--- config.mk ---
export PLATFORM = sky130hd
export DESIGN_NAME = ebus_xfer_flat
export DESIGN_NICKNAME = d
export VERILOG_FILES = /design/src/rtl/ebus_xfer_if.sv /design/src/rtl/ebus_xfer.sv /design/src/flat_wrapper.sv
export SDC_FILE = /design/constraint.sdc
export NUM_CORES = 1
export LEC_CHECK = 0
export ABC_AREA = 1
export CAP_MARGIN = 40
export CELL_PAD_IN_SITES_DETAIL_PLACEMENT = 2
export CELL_PAD_IN_SITES_GLOBAL_PLACEMENT = 2
export CORE_ASPECT_RATIO = 1.5
export CORE_MARGIN = 2
export CORE_UTILIZATION = 37
export CTS_BUF_LIST = sky130_fd_sc_hd__clkbuf_8
export CTS_CLUSTER_SIZE = 30
export DETAILED_ROUTE_END_ITERATION = 8
export DONT_BUFFER_PORTS = 1
export GPL_ROUTABILITY_DRIVEN = 0
export GPL_TIMING_DRIVEN = 0
export PLACE_DENSITY = 0.94
export RECOVER_POWER = 25
export SLEW_MARGIN = 20
export SYNTH_ARGS = -nofsm -noshare
export SYNTH_HDL_FRONTEND = slang
export SYNTH_SLANG_ARGS = --single-unit
--- constraint.sdc ---
create_clock -name masterClk -period 3.35 [get_ports masterClk]
set_input_delay 0.67 -clock masterClk [delete_from_list [all_inputs] [get_ports masterClk]]
set_output_delay 0.67 -clock masterClk [all_outputs]
set_load 0.1 [all_outputs]
--- src/rtl/ebus_xfer_if.sv ---
// Request, EBUS and result signals of the EBUS transfer sequencer; master = sequencer, slave = CTL/device side.
// The parity lines exist only when EBUS_PARITY_EN is defined.
interface ebus_xfer_if;
  logic        start;
  logic        isWrite;
  logic [6:0]  csIn;
  logic [2:0]  funcIn;
  logic [35:0] adIn;
  logic [6:0]  ebusCS;
  logic [2:0]  ebusFunc;
  logic        ebusDemand;
  logic [35:0] ebusDataOut;
  logic        ebusDataOE;
  logic        ebusXfer;
  logic [35:0] ebusDataIn;
  logic [35:0] rdData;
  logic        busy;
  logic        done;
  logic        timeout;
`ifdef EBUS_PARITY_EN
  logic        ebusParity;
  logic        ebusParityIn;
  logic        parityErr;

  modport master (
    input  start, isWrite, csIn, funcIn, adIn, ebusXfer, ebusDataIn, ebusParityIn,
    output ebusCS, ebusFunc, ebusDemand, ebusDataOut, ebusDataOE, rdData,
           busy, done, timeout, ebusParity, parityErr
  );
  modport slave (
    output start, isWrite, csIn, funcIn, adIn, ebusXfer, ebusDataIn, ebusParityIn,
    input  ebusCS, ebusFunc, ebusDemand, ebusDataOut, ebusDataOE, rdData,
           busy, done, timeout, ebusParity, parityErr
  );
`else
  modport master (
    input  start, isWrite, csIn, funcIn, adIn, ebusXfer, ebusDataIn,
    output ebusCS, ebusFunc, ebusDemand, ebusDataOut, ebusDataOE, rdData,
           busy, done, timeout
  );
  modport slave (
    output start, isWrite, csIn, funcIn, adIn, ebusXfer, ebusDataIn,
    input  ebusCS, ebusFunc, ebusDemand, ebusDataOut, ebusDataOE, rdData,
           busy, done, timeout
  );
`endif
endinterface

--- src/rtl/ebus_xfer.sv ---
// EBUS transfer sequencer: latches an EDP request, runs demand/transfer with the device, returns read data.
// Start-to-done 4 cycles minimum; start outside IDLE is dropped; odd parity optional under EBUS_PARITY_EN.
module ebus_xfer #(
  parameter int TIMEOUT_CYCLES = 63
) (
  input  logic        masterClk,
  input  logic        eboxResetN,
  ebus_xfer_if.master bus
);
  localparam int CW = $clog2(TIMEOUT_CYCLES + 1);
  localparam logic [CW-1:0] CNT_MAX = CW'(TIMEOUT_CYCLES);

  typedef enum logic [2:0] {
    S_IDLE, S_SETUP, S_DEMAND, S_RELEASE, S_DONE
  } state_e;

  state_e      state_q;
  logic        is_wr_q;
  logic [6:0]  cs_q;
  logic [2:0]  func_q;
  logic        demand_q;
  logic [35:0] wdat_q;
  logic        oe_q;
  logic [35:0] rdat_q;
  logic        busy_q;
  logic        done_q;
  logic        timeout_q;
  logic [CW-1:0] cnt_q;
  logic [CW-1:0] cnt_d;
  logic        abort_d;
`ifdef EBUS_PARITY_EN
  logic        par_q;
  logic        perr_q;
`endif

  // One counter bounds both the demand wait and a stuck transfer in RELEASE.
  always_comb begin
    cnt_d   = (cnt_q == CNT_MAX) ? cnt_q : cnt_q + CW'(1);
    abort_d = (cnt_d == CNT_MAX) &&
              (((state_q == S_DEMAND) && !bus.ebusXfer) ||
               ((state_q == S_RELEASE) && bus.ebusXfer));
  end

  always_ff @(posedge masterClk) begin
    if (!eboxResetN) begin
      state_q   <= S_IDLE;
      is_wr_q   <= 1'b0;
      cs_q      <= '0;
      func_q    <= '0;
      demand_q  <= 1'b0;
      wdat_q    <= '0;
      oe_q      <= 1'b0;
      rdat_q    <= '0;
      busy_q    <= 1'b0;
      done_q    <= 1'b0;
      timeout_q <= 1'b0;
      cnt_q     <= '0;
`ifdef EBUS_PARITY_EN
      par_q     <= 1'b0;
      perr_q    <= 1'b0;
`endif
    end else begin
      done_q    <= 1'b0;
      timeout_q <= 1'b0;
      if (abort_d) begin
        state_q   <= S_IDLE;
        busy_q    <= 1'b0;
        timeout_q <= 1'b1;
        demand_q  <= 1'b0;
        cs_q      <= '0;
        func_q    <= '0;
        wdat_q    <= '0;
        oe_q      <= 1'b0;
        cnt_q     <= '0;
        // A read that never got its word returns zero; a RELEASE abort keeps the captured word.
        if ((state_q == S_DEMAND) && !is_wr_q) begin
          rdat_q <= '0;
        end
`ifdef EBUS_PARITY_EN
        par_q     <= 1'b0;
`endif
      end else begin
        case (state_q)
          S_IDLE: begin
            if (bus.start) begin
              state_q <= S_SETUP;
              busy_q  <= 1'b1;
              is_wr_q <= bus.isWrite;
              cs_q    <= bus.csIn;
              func_q  <= bus.funcIn;
              wdat_q  <= bus.isWrite ? bus.adIn : '0;
              oe_q    <= bus.isWrite;
`ifdef EBUS_PARITY_EN
              par_q   <= bus.isWrite ? ~^bus.adIn : 1'b0;
              perr_q  <= 1'b0;
`endif
            end
          end
          S_SETUP: begin
            state_q  <= S_DEMAND;
            demand_q <= 1'b1;
            cnt_q    <= '0;
          end
          S_DEMAND: begin
            if (bus.ebusXfer) begin
              state_q  <= S_RELEASE;
              demand_q <= 1'b0;
              cnt_q    <= '0;
              if (!is_wr_q) begin
                rdat_q <= bus.ebusDataIn;
`ifdef EBUS_PARITY_EN
                if (!(^{bus.ebusDataIn, bus.ebusParityIn})) begin
                  perr_q <= 1'b1;
                end
`endif
              end
            end else begin
              cnt_q <= cnt_d;
            end
          end
          S_RELEASE: begin
            if (!bus.ebusXfer) begin
              state_q <= S_DONE;
              done_q  <= 1'b1;
              cs_q    <= '0;
              func_q  <= '0;
              wdat_q  <= '0;
              oe_q    <= 1'b0;
`ifdef EBUS_PARITY_EN
              par_q   <= 1'b0;
`endif
            end else begin
              cnt_q <= cnt_d;
            end
          end
          S_DONE: begin
            state_q <= S_IDLE;
            busy_q  <= 1'b0;
          end
          default: begin
            state_q <= S_IDLE;
            busy_q  <= 1'b0;
          end
        endcase
      end
    end
  end

  assign bus.ebusCS      = cs_q;
  assign bus.ebusFunc    = func_q;
  assign bus.ebusDemand  = demand_q;
  assign bus.ebusDataOut = wdat_q;
  assign bus.ebusDataOE  = oe_q;
  assign bus.rdData      = rdat_q;
  assign bus.busy        = busy_q;
  assign bus.done        = done_q;
  assign bus.timeout     = timeout_q;
`ifdef EBUS_PARITY_EN
  assign bus.ebusParity  = par_q;
  assign bus.parityErr   = perr_q;
`endif

endmodule

--- src/flat_wrapper.sv ---
// flat-port wrapper written by rule: the top's interface ports become plain ports
module ebus_xfer_flat 
#(
  parameter int TIMEOUT_CYCLES = 63
)
  (masterClk, eboxResetN, bus_start, bus_isWrite, bus_csIn, bus_funcIn, bus_adIn, bus_ebusXfer, bus_ebusDataIn, bus_ebusCS, bus_ebusFunc, bus_ebusDemand, bus_ebusDataOut, bus_ebusDataOE, bus_rdData, bus_busy, bus_done, bus_timeout);
  ebus_xfer_if bus_i ();
  input  logic masterClk;
  input  logic eboxResetN;
  input wire logic [$bits(bus_i.start)-1:0] bus_start;
  input wire logic [$bits(bus_i.isWrite)-1:0] bus_isWrite;
  input wire logic [$bits(bus_i.csIn)-1:0] bus_csIn;
  input wire logic [$bits(bus_i.funcIn)-1:0] bus_funcIn;
  input wire logic [$bits(bus_i.adIn)-1:0] bus_adIn;
  input wire logic [$bits(bus_i.ebusXfer)-1:0] bus_ebusXfer;
  input wire logic [$bits(bus_i.ebusDataIn)-1:0] bus_ebusDataIn;
  output wire logic [$bits(bus_i.ebusCS)-1:0] bus_ebusCS;
  output wire logic [$bits(bus_i.ebusFunc)-1:0] bus_ebusFunc;
  output wire logic [$bits(bus_i.ebusDemand)-1:0] bus_ebusDemand;
  output wire logic [$bits(bus_i.ebusDataOut)-1:0] bus_ebusDataOut;
  output wire logic [$bits(bus_i.ebusDataOE)-1:0] bus_ebusDataOE;
  output wire logic [$bits(bus_i.rdData)-1:0] bus_rdData;
  output wire logic [$bits(bus_i.busy)-1:0] bus_busy;
  output wire logic [$bits(bus_i.done)-1:0] bus_done;
  output wire logic [$bits(bus_i.timeout)-1:0] bus_timeout;
  assign bus_i.start = bus_start;
  assign bus_i.isWrite = bus_isWrite;
  assign bus_i.csIn = bus_csIn;
  assign bus_i.funcIn = bus_funcIn;
  assign bus_i.adIn = bus_adIn;
  assign bus_i.ebusXfer = bus_ebusXfer;
  assign bus_i.ebusDataIn = bus_ebusDataIn;
  assign bus_ebusCS = bus_i.ebusCS;
  assign bus_ebusFunc = bus_i.ebusFunc;
  assign bus_ebusDemand = bus_i.ebusDemand;
  assign bus_ebusDataOut = bus_i.ebusDataOut;
  assign bus_ebusDataOE = bus_i.ebusDataOE;
  assign bus_rdData = bus_i.rdData;
  assign bus_busy = bus_i.busy;
  assign bus_done = bus_i.done;
  assign bus_timeout = bus_i.timeout;
  ebus_xfer #(.TIMEOUT_CYCLES(TIMEOUT_CYCLES)) u_core (.masterClk(masterClk), .eboxResetN(eboxResetN), .bus(bus_i));
endmodule
==> flow_metrics.tcl, run 1 <==
set metrics [dict create \
    outcome "complete, no violations" \
    yosysMostFrequentCell "nand2_1" \
    p_per_area_nw_per_um2 599.3 \
    ys_ff_latch 97 \
    nFillCells 1130 \
    die_w_um 88 \
    critical_path.max_stage_delay_ps 480 \
    numCtsBuffers 9 \
    fin_skew_ps 17.52 \
    synth_area_leaders "dfxtp_1, nand2_1, nor2_1" \
    hp-start "bus_csIn[2]" \
    routed_wl_um 24440 \
    max_freq_mhz 320.5 \
    io_pins 174 \
    seq_area_frac_synth 0.4958 \
    cp_slowest_cell "nor2_1" \
    drtIter0Drc 253 \
    synth_cell_types 24 \
    path_cells "nor2_2, nand2_1, nor2_1, nand2_1, inv_2, clkbuf_1, a22oi_1, nor2_1" \
    drtAntennaViolNets 0 \
    cts_setup_buffers 0 \
    cts_root_buffer "clkbuf_8" \
    path_class "reg -> reg" \
    cp_num_buf_inv 2 \
    fin_nets 705 \
    synth_top_area_frac 0.4958 \
    wl_per_cell_um 31.90 \
    area_growth_pct 33.74 \
    antennaDiodeCount 0 \
    ctsHoldBuffers 0 \
    clockBufferDepth 2 \
    num_rows 46 \
    holdCritPathClass "in -> reg" \
    vias 4478 \
    final_cell_area_um2 5238 \
    placed_area_um2 5590 \
    start_kind "register" \
    setup_ws_ps 230.2 \
    synth_nets 607 \
    cts_tree "done" \
    end_kind "register" \
    synth_top_cells_by_count "nand2_1, dfxtp_1, nor2_1, a21oi_1, nand3_1" \
    dp.cells 750 \
    portBuffers 0 \
    finalMaxSlewViolations 0 \
    cp.required_ps 3590 \
    syn_area_um2 3916 \
    grt_pass1_wl_um 34270 \
    cts.sinks 97 \
    grt-ovfl-total 0 \
    core_um2 10420 \
    cellLeakagePower_nw 2.161 \
    critPathTopFamily "simple AND/OR/NAND/NOR gates" \
    ys_async_sr_fraction 0 \
    initial_core_util 0.3759 \
    firstDrtPassIters 4 \
    r2r-start "u_core.state_q[0]$_SDFFE_PP0P_" \
    relSlewSlack 0.1699 \
    layout.cells.non_filler 766 \
    worst_pin_slew_ps 1251 \
    whs_ps 427.6 \
    dp_slack_ps 634.5 \
    finalSetupViolCount 0 \
    synthCells 519 \
    cts_resized 0 \
    final_layout_size_suffix_gt1_frac 0.1399 \
    rsz0062_at_grt "no" \
    clkTransAtPathRegs_ps 110 \
    die_h_um 130 \
    hold_viol_final 0 \
    vias_per_cell 5.846 \
    clkLatencyLatePin_ps 390 \
    period_share 0.9313 \
    synth_warnings 0 \
    synth_area_leader_cell "dfxtp_1" \
    critPathLaunch "u_core.state_q[0]$_SDFFE_PP0P_" \
    grt_pass1_vias 5108 \
    grt_antenna_before_repair 4 \
    hpwlAfterDp_um 16940 \
    synth_edf_count 0 \
    timing.setup.tns_ps 0 \
    die_area_um2 11440 \
    post-route-min-period_ps 3120 \
    grt_usage 0.4269 \
    drv_cap 0 \
    drc 0 \
    ys.flop_type "dfxtp_1" \
    grt_max_degree 20 \
    ir_drop_v 0.0002662 \
    cts_max_level 3 \
    synth_area_per_cell_um2 7.546 \
    arrival_ps 3360 \
    path_max_fanout 10 \
]
## where the power goes
| part | switching, mW | internal, mW | leakage, nW | total (mW) |
|---|---|---|---|---|
| combinational | 0.795 | 0.226 | 1.27 | 1.02 |
| clock | 0.514 | 0.294 | 0.0991 | 0.808 |
| sequential | 0.0876 | 1.22 | 0.789 | 1.31 |
## state kept, by name (all words and copies together), names as in the netlist, 3 cells and up
register                count
u_core.bus.ebusFunc         3
u_core.bus.ebusCS           7
u_core.state_q              3
u_core.bus.ebusDataOut     36
u_core.bus.rdData          36
u_core.cnt_q                6
## worst paths after layout
path	to	slack [ps]	cells after the start
worst max register to register	u_core.bus.ebusDataOut[15]$_SDFFE_PP0P_	230	8
worst min register to register	u_core.bus.ebusCS[2]$_SDFFE_PP0P_	520	2
worst max-delay path	u_core.bus.ebusDataOut[15]$_SDFFE_PP0P_	230	8
worst min-delay path	u_core.bus.ebusCS[2]$_SDFFE_PP0P_	430	2
## area by class of cell
cell class / count / area, um^2 / area share
clock inverter: 7 / 66.31 / 0.01266
inverter: 21 / 78.83 / 0.01505
tap: 144 / 180.2 / 0.03440
sequential: 97 / 1942 / 0.3708
timing repair buffer: 87 / 950.9 / 0.1816
multi-input combinational: 364 / 1687 / 0.3220
clock buffer: 9 / 123.9 / 0.02365
buffer: 37 / 209.0 / 0.03989
## cell usage in the layout, fill, tap and decap left out, drive strengths merged
cell type,n
nand4,3
or2,2
o211ai,2
buf,61
nand3,43
nand2,132
ha,1
a21oi,57
o21ai,2
a22oi,36
dfxtp,97
clkinv,1
nor2,85
inv,27
o22ai,1
clkbuf,72
## kinds of logic after synthesis
kind of cell,synth area share
AO/OA/AOI/OAI,0.1508
flip-flops,0.4958
buffers and inverters,0.07348
adder cells (fa/ha/maj),0.003194
AND/OR/NAND/NOR,0.2767
## worst register-to-register path, cell delays in order (launching register included)
cell and delay (ps):
dfxtp_1 390, nor2_2 240, nand2_1 160, nor2_1 450, nand2_1 290, inv_2 270, clkbuf_1 430, a22oi_1 270
nor2_1 480
## through the flow
step / power, mW / utilization
after floorplan: 1.982 / -
after global placement: 2.053 / 0.3932
after detailed placement: 2.384 / 0.5366
after CTS: 3.196 / 0.5549
after global routing: 3.208 / 0.5028
final: 3.139 / 0.5028
## per-layer routing
layer / vias up / wire length, um / global-route usage
met2: 275 / 12760 / 0.7723
met1: 2171 / 7425 / 0.3664
met4: 8 / 2361 / 0.3647
li1: 1896 / - / -
met3: 128 / 1803 / 0.1328
met5: - / 87 / 0.02727
(Power assumes the default switching activity.)
==> run 2: changes to the inputs <==
--- a/config.mk
+++ b/config.mk
@@ -6,7 +6,7 @@
 export NUM_CORES = 1
 export LEC_CHECK = 0
 export ABC_AREA = 1
-export CAP_MARGIN = 40
+export CAP_MARGIN = 20
 export CELL_PAD_IN_SITES_DETAIL_PLACEMENT = 2
 export CELL_PAD_IN_SITES_GLOBAL_PLACEMENT = 2
 export CORE_ASPECT_RATIO = 1.5
==> constraint.sdc (replaced) <==
create_clock -name masterClk -period 3.35 [get_ports masterClk]
set_input_delay 0.335 -clock masterClk [delete_from_list [all_inputs] [get_ports masterClk]]
set_output_delay 0.335 -clock masterClk [all_outputs]
set_load 0.1 [all_outputs]
==> flow_metrics.tcl, run 2 (same netlist as run 1, synthesis figures left out) <==
set metrics [dict create \
    path_class "reg -> reg" \
    outcome "complete, no violations" \
    grt-ovfl-total 0 \
    holdCritPathClass "in -> reg" \
    timing.setup.tns_ps 0 \
    grt_usage 0.2306 \
    drc 0 \
    die_area_um2 11440 \
    cts_tree "done" \
    firstDrtPassIters 4 \
    clkTransAtPathRegs_ps 110 \
    vias_per_cell 5.361 \
    die_w_um 88 \
    setup_ws_ps 1033 \
    cts_setup_buffers 0 \
    final_cell_mix "nand2_1, dfxtp_1, nor2_1" \
    area_growth_pct 9.329 \
    period_share 0.6915 \
    cellLeakagePower_nw 1.750 \
    num_rows 46 \
    p_per_area_nw_per_um2 655.2 \
    arrival_ps 2590 \
    hpwlAfterDp_um 10370 \
    grt_pass1_vias 4059 \
    switching_share 0.4203 \
    cts.sinks 97 \
    cts_root_buffer "clkbuf_8" \
    layout_commonest_cell "nand2_1" \
    rsz0062_at_grt "no" \
    core_um2 10420 \
    vias 3640 \
    finalMaxSlewViolations 0 \
    ir_drop_v 0.0002280 \
    drtAntennaViolNets 0 \
    start_kind "register" \
    finalSetupViolCount 0 \
    numCtsBuffers 9 \
    wl_per_cell_um 19.25 \
    grt_antenna_before_repair 0 \
    p_int_mw 1.626 \
    seqPwrFrac 0.621 \
    post-route-min-period_ps 2317 \
    worst_pin_slew_ps 1062 \
    relSlewSlack 0.2913 \
    drtIter0Drc 58 \
    layout.cells.non_filler 679 \
    p_switching_mw 1.179 \
    io_pins 174 \
    cp.required_ps 3620 \
    fin_skew_ps 17.44 \
    p_clk_frac 0.265 \
    dp.cells 663 \
    portBuffers 0 \
    drv_cap 0 \
    clockBufferDepth 2 \
    routed_wl_um 13070 \
    cts_resized 0 \
    final_layout_size_suffix_gt1_frac 0.08411 \
    clkLatencyLatePin_ps 380 \
    end_kind "register" \
    antennaDiodeCount 0 \
    ctsHoldBuffers 0 \
    path_max_fanout 10 \
    grt_pass1_wl_um 20370 \
    combinationalPowerShare 0.114 \
    hold_viol_final 0 \
    grt_max_degree 18 \
    max_freq_mhz 431.7 \
    fin_util 0.4110 \
    dp_slack_ps 1018 \
    fin_nets 618 \
    die_h_um 130 \
    initial_core_util 0.3759 \
    cts_max_level 3 \
]
-- run 2: final timing paths --
| kind | start | end | slack [ps] | depth (start not counted) |
|---|---|---|---|---|
| min | bus_csIn[4] | u_core.bus.ebusCS[4]$_SDFFE_PP0P_ | 110 | 2 |
| max | u_core.cnt_q[0]$_SDFFE_PP0P_ | u_core.bus.rdData[20]$_SDFFE_PN0P_ | 1030 | 13 |
| max reg2reg | u_core.cnt_q[0]$_SDFFE_PP0P_ | u_core.bus.rdData[20]$_SDFFE_PN0P_ | 1030 | 13 |
| min reg2reg | u_core.is_wr_q$_SDFFE_PN0P_ | u_core.is_wr_q$_SDFFE_PN0P_ | 470 | 2 |
-- run 2: worst max-delay path, stage by stage (launching register included) --
cell and delay (ps):
dfxtp_1 460, ha_1 330, nand3_2 140, nor2_2 180
nand2_1 90, nand2_1 90, nand2_1 60, nor2_1 130
nand2_2 110, nand2_2 190, buf_4 210, nand3_1 90
nand2_1 90, nor2_1 50
-- run 2: layer usage --
metal  part of all wire  global-route usage
met5                  0                   0
met4              0.036              0.1204
met3              0.075             0.06515
met2               0.55              0.4430
met1               0.34              0.2138
-- run 2: area by class of cell --
type	instances	area (um^2)
multi-input combinational	364	1684
sequential	97	1942
tap	144	180.2
clock buffer	10	137.6
fill	1235	6136
inverter	21	78.83
clock inverter	6	50.05
buffer	37	209.0
-- run 2: per-stage QoR --
step                      hold WS, ps  area [um^2]  total power [mW]
after floorplan                 437.5         3916             1.982
after global placement          452.2         4096             2.053
after detailed placement        466.4         4096             2.090
after CTS                       99.40         4284             2.828
after global routing            95.31         4282             2.929
final                           108.5         4282             2.805
-- run 2: power by group through the flow --
stage / sequential (mW) / clock, mW / combinational, mW
2_1_floorplan: 1.75 / 0 / 0.236
3_3_place_gp: 1.76 / 0 / 0.291
3_5_place_dp: 1.77 / 0 / 0.322
4_1_cts: 1.74 / 0.759 / 0.325
5_1_grt: 1.75 / 0.813 / 0.365
6_report: 1.74 / 0.744 / 0.319
==> run 3: changes to the inputs <==
--- a/config.mk
+++ b/config.mk
@@ -11,14 +11,14 @@
 export CELL_PAD_IN_SITES_GLOBAL_PLACEMENT = 2
 export CORE_ASPECT_RATIO = 1.5
 export CORE_MARGIN = 2
-export CORE_UTILIZATION = 37
+export CORE_UTILIZATION = 34
 export CTS_BUF_LIST = sky130_fd_sc_hd__clkbuf_8
 export CTS_CLUSTER_SIZE = 30
 export DETAILED_ROUTE_END_ITERATION = 8
 export DONT_BUFFER_PORTS = 1
 export GPL_ROUTABILITY_DRIVEN = 0
 export GPL_TIMING_DRIVEN = 0
-export PLACE_DENSITY = 0.94
+export PLACE_DENSITY = 0.88
 export RECOVER_POWER = 25
 export SLEW_MARGIN = 20
 export SYNTH_ARGS = -nofsm -noshare
==> constraint.sdc (replaced) <==
create_clock -name masterClk -period 2.19 [get_ports masterClk]
set_input_delay 0.219 -clock masterClk [delete_from_list [all_inputs] [get_ports masterClk]]
set_output_delay 0.219 -clock masterClk [all_outputs]
set_load 0.1 [all_outputs]
==> flow_metrics.tcl, run 3 (same netlist as run 1, synthesis figures left out) <==
set metrics [dict create \
    vias_per_cell 5.429 \
    layout_commonest_cell "nand2_1" \
    grt_pass1_wl_um 22310 \
    hold_viol_final 0 \
    clockBufferDepth 2 \
    cts_root_buffer "clkbuf_8" \
    drtAntennaViolNets 0 \
    grt-ovfl-total 0 \
    initial_core_util 0.3450 \
    grt_antenna_before_repair 0 \
    vias 3784 \
    final_cell_area_um2 4492 \
    cts_max_level 3 \
    finalSetupViolCount 0 \
    holdCritPathClass "in -> reg" \
    cellLeakagePower_nw 1.825 \
    met2_usage 0.4375 \
    outcome "complete, no violations" \
    use_met1 0.2114 \
    worst_pin_slew_ps 1068 \
    grt_use_met3 0.08848 \
    drtIter0Drc 114 \
    drv_cap 0 \
    final_layout_size_suffix_gt1_frac 0.1133 \
    path_class "reg -> reg" \
    num_rows 48 \
    dp.cells 669 \
    timing.critical_path.mode_cell "nand2_1" \
    routed_wl_um 14310 \
    cp.required_ps 2470 \
    end_kind "register" \
    grt_usage 0.2282 \
    die_w_um 91.63 \
    arrival_ps 2370 \
    portBuffers 0 \
    die_h_um 135.4 \
    wl_per_cell_um 20.53 \
    fin_skew_ps 25.76 \
    critical_path.max_stage_delay_ps 400 \
    core_um2 11350 \
    grt_most_used_layer "met2" \
    max_freq_mhz 477.5 \
    grt_max_degree 19 \
    post-route-min-period_ps 2094 \
    drc 0 \
    final_cell_mix "nand2_1, dfxtp_1, nor2_1" \
    path_max_fanout 10 \
    grt_pass1_vias 4238 \
    rsz0062_at_grt "yes" \
    placed_area_um2 4104 \
    reg2reg_slack_ps 100 \
    cts_tree "done" \
    io_pins 174 \
    cts.sinks 97 \
    path_cells "ha_4, nand3_4, nor2_4, nand2_1, nand2_1, nand2_1, nor2_2, nand2_2, buf_6, buf_6, nand2_1, nand3_1, nand2_1, nor2_1" \
    finalMaxSlewViolations 0 \
    cp_slowest_cell "dfxtp_4" \
    relSlewSlack 0.2871 \
    numCtsBuffers 9 \
    r2r-start "u_core.cnt_q[0]$_SDFFE_PP0P_" \
    hpwlAfterDp_um 10100 \
    critPathLaunch "u_core.cnt_q[0]$_SDFFE_PP0P_" \
    ir_drop_v 0.0003746 \
    area_growth_pct 14.70 \
    hp-start "bus_adIn[33]" \
    firstDrtPassIters 5 \
    die_area_um2 12410 \
    antennaDiodeCount 0 \
    p_per_area_nw_per_um2 979.7 \
    nFillCells 1354 \
    fin_nets 630 \
    layout.cells.non_filler 697 \
    start_kind "register" \
    clkTransAtPathRegs_ps 120 \
    clkLatencyLatePin_ps 390 \
    period_share 0.9563 \
]
run 3: cell count changes in the layout (fill, tap and decap cells not counted), sizes merged:
cell,before,now
dlygate4sd3,0,10
clkinv,3,0
inv,23,26
buf,20,22
run 3: metal layers:
layer  wire length (um)  share of wire  up-vias
li1                   -              -     1754
met1               4921           0.34     1831
met2               7732           0.54      168
met3               1294          0.090       31
met4                364          0.025        0
met5                  0              0        -
run 3: metrics by stage:
| stage | util | total power [mW] | setup TNS (ps) | hold slack (ps) | worst slack, ps |
|---|---|---|---|---|---|
| 2_1_floorplan | - | 3.032 | 0 | 365.6 | 382.1 |
| 3_3_place_gp | 0.3616 | 3.145 | 0 | 371.9 | 12.17 |
| 3_5_place_dp | 0.3616 | 3.190 | -1574 | 379.4 | -87.64 |
| 4_1_cts | 0.3883 | 4.389 | 0 | 7.053 | 32.07 |
| 5_1_grt | 0.3957 | 4.577 | -160.3 | 8.865 | -55.07 |
| 6_report | 0.3957 | 4.401 | 0 | 6.094 | 95.60 |
run 3: repair_timing:
item | CTS | global route
gates resized for setup | 4 | 24
cloned | 0 | 0
pin swaps | 0 | 3
hold buffers | 10 | 0
setup buffers | 0 | 2
setup endpoints to repair | 66 | 89
endpoints found under the hold margin | 10 | 0
run 3: cell type report:
type,count,area (um^2),area share
flip-flops and latches,97,1952,0.4345
multi-input cells,364,1743,0.3880
plain buffers,37,221.5,0.04930
well taps,150,187.7,0.04178
clock buffers,10,137.6,0.03064
repair buffers,12,115.1,0.02563
inverters,21,78.83,0.01755
clock inverters,6,56.30,0.01253
run 3: power breakdown:
group	internal, mW	total, mW	leakage, nW	switching (mW)
Clock	0.473	1.21	0.0977	0.736
Sequential	1.87	2.67	0.792	0.800
Combinational	0.181	0.525	0.935	0.344
run 3: critical path: cells and delay by family (launching register included):
| family | cells | cell delay (ps) |
|---|---|---|
| adders and majority gates | 1 | 190 |
| and+or+nand+nor | 11 | 1080 |
| DFF | 1 | 400 |
| buffers and inverters | 2 | 310 |
run 3: final timing paths:
path	cells after the start	to
worst min register to register	2	u_core.is_wr_q$_SDFFE_PN0P_
worst max register to register	14	u_core.bus.rdData[0]$_SDFFE_PN0P_
worst min-delay path	2	u_core.bus.ebusDataOut[33]$_SDFFE_PP0P_
worst max-delay path	14	u_core.bus.rdData[0]$_SDFFE_PN0P_
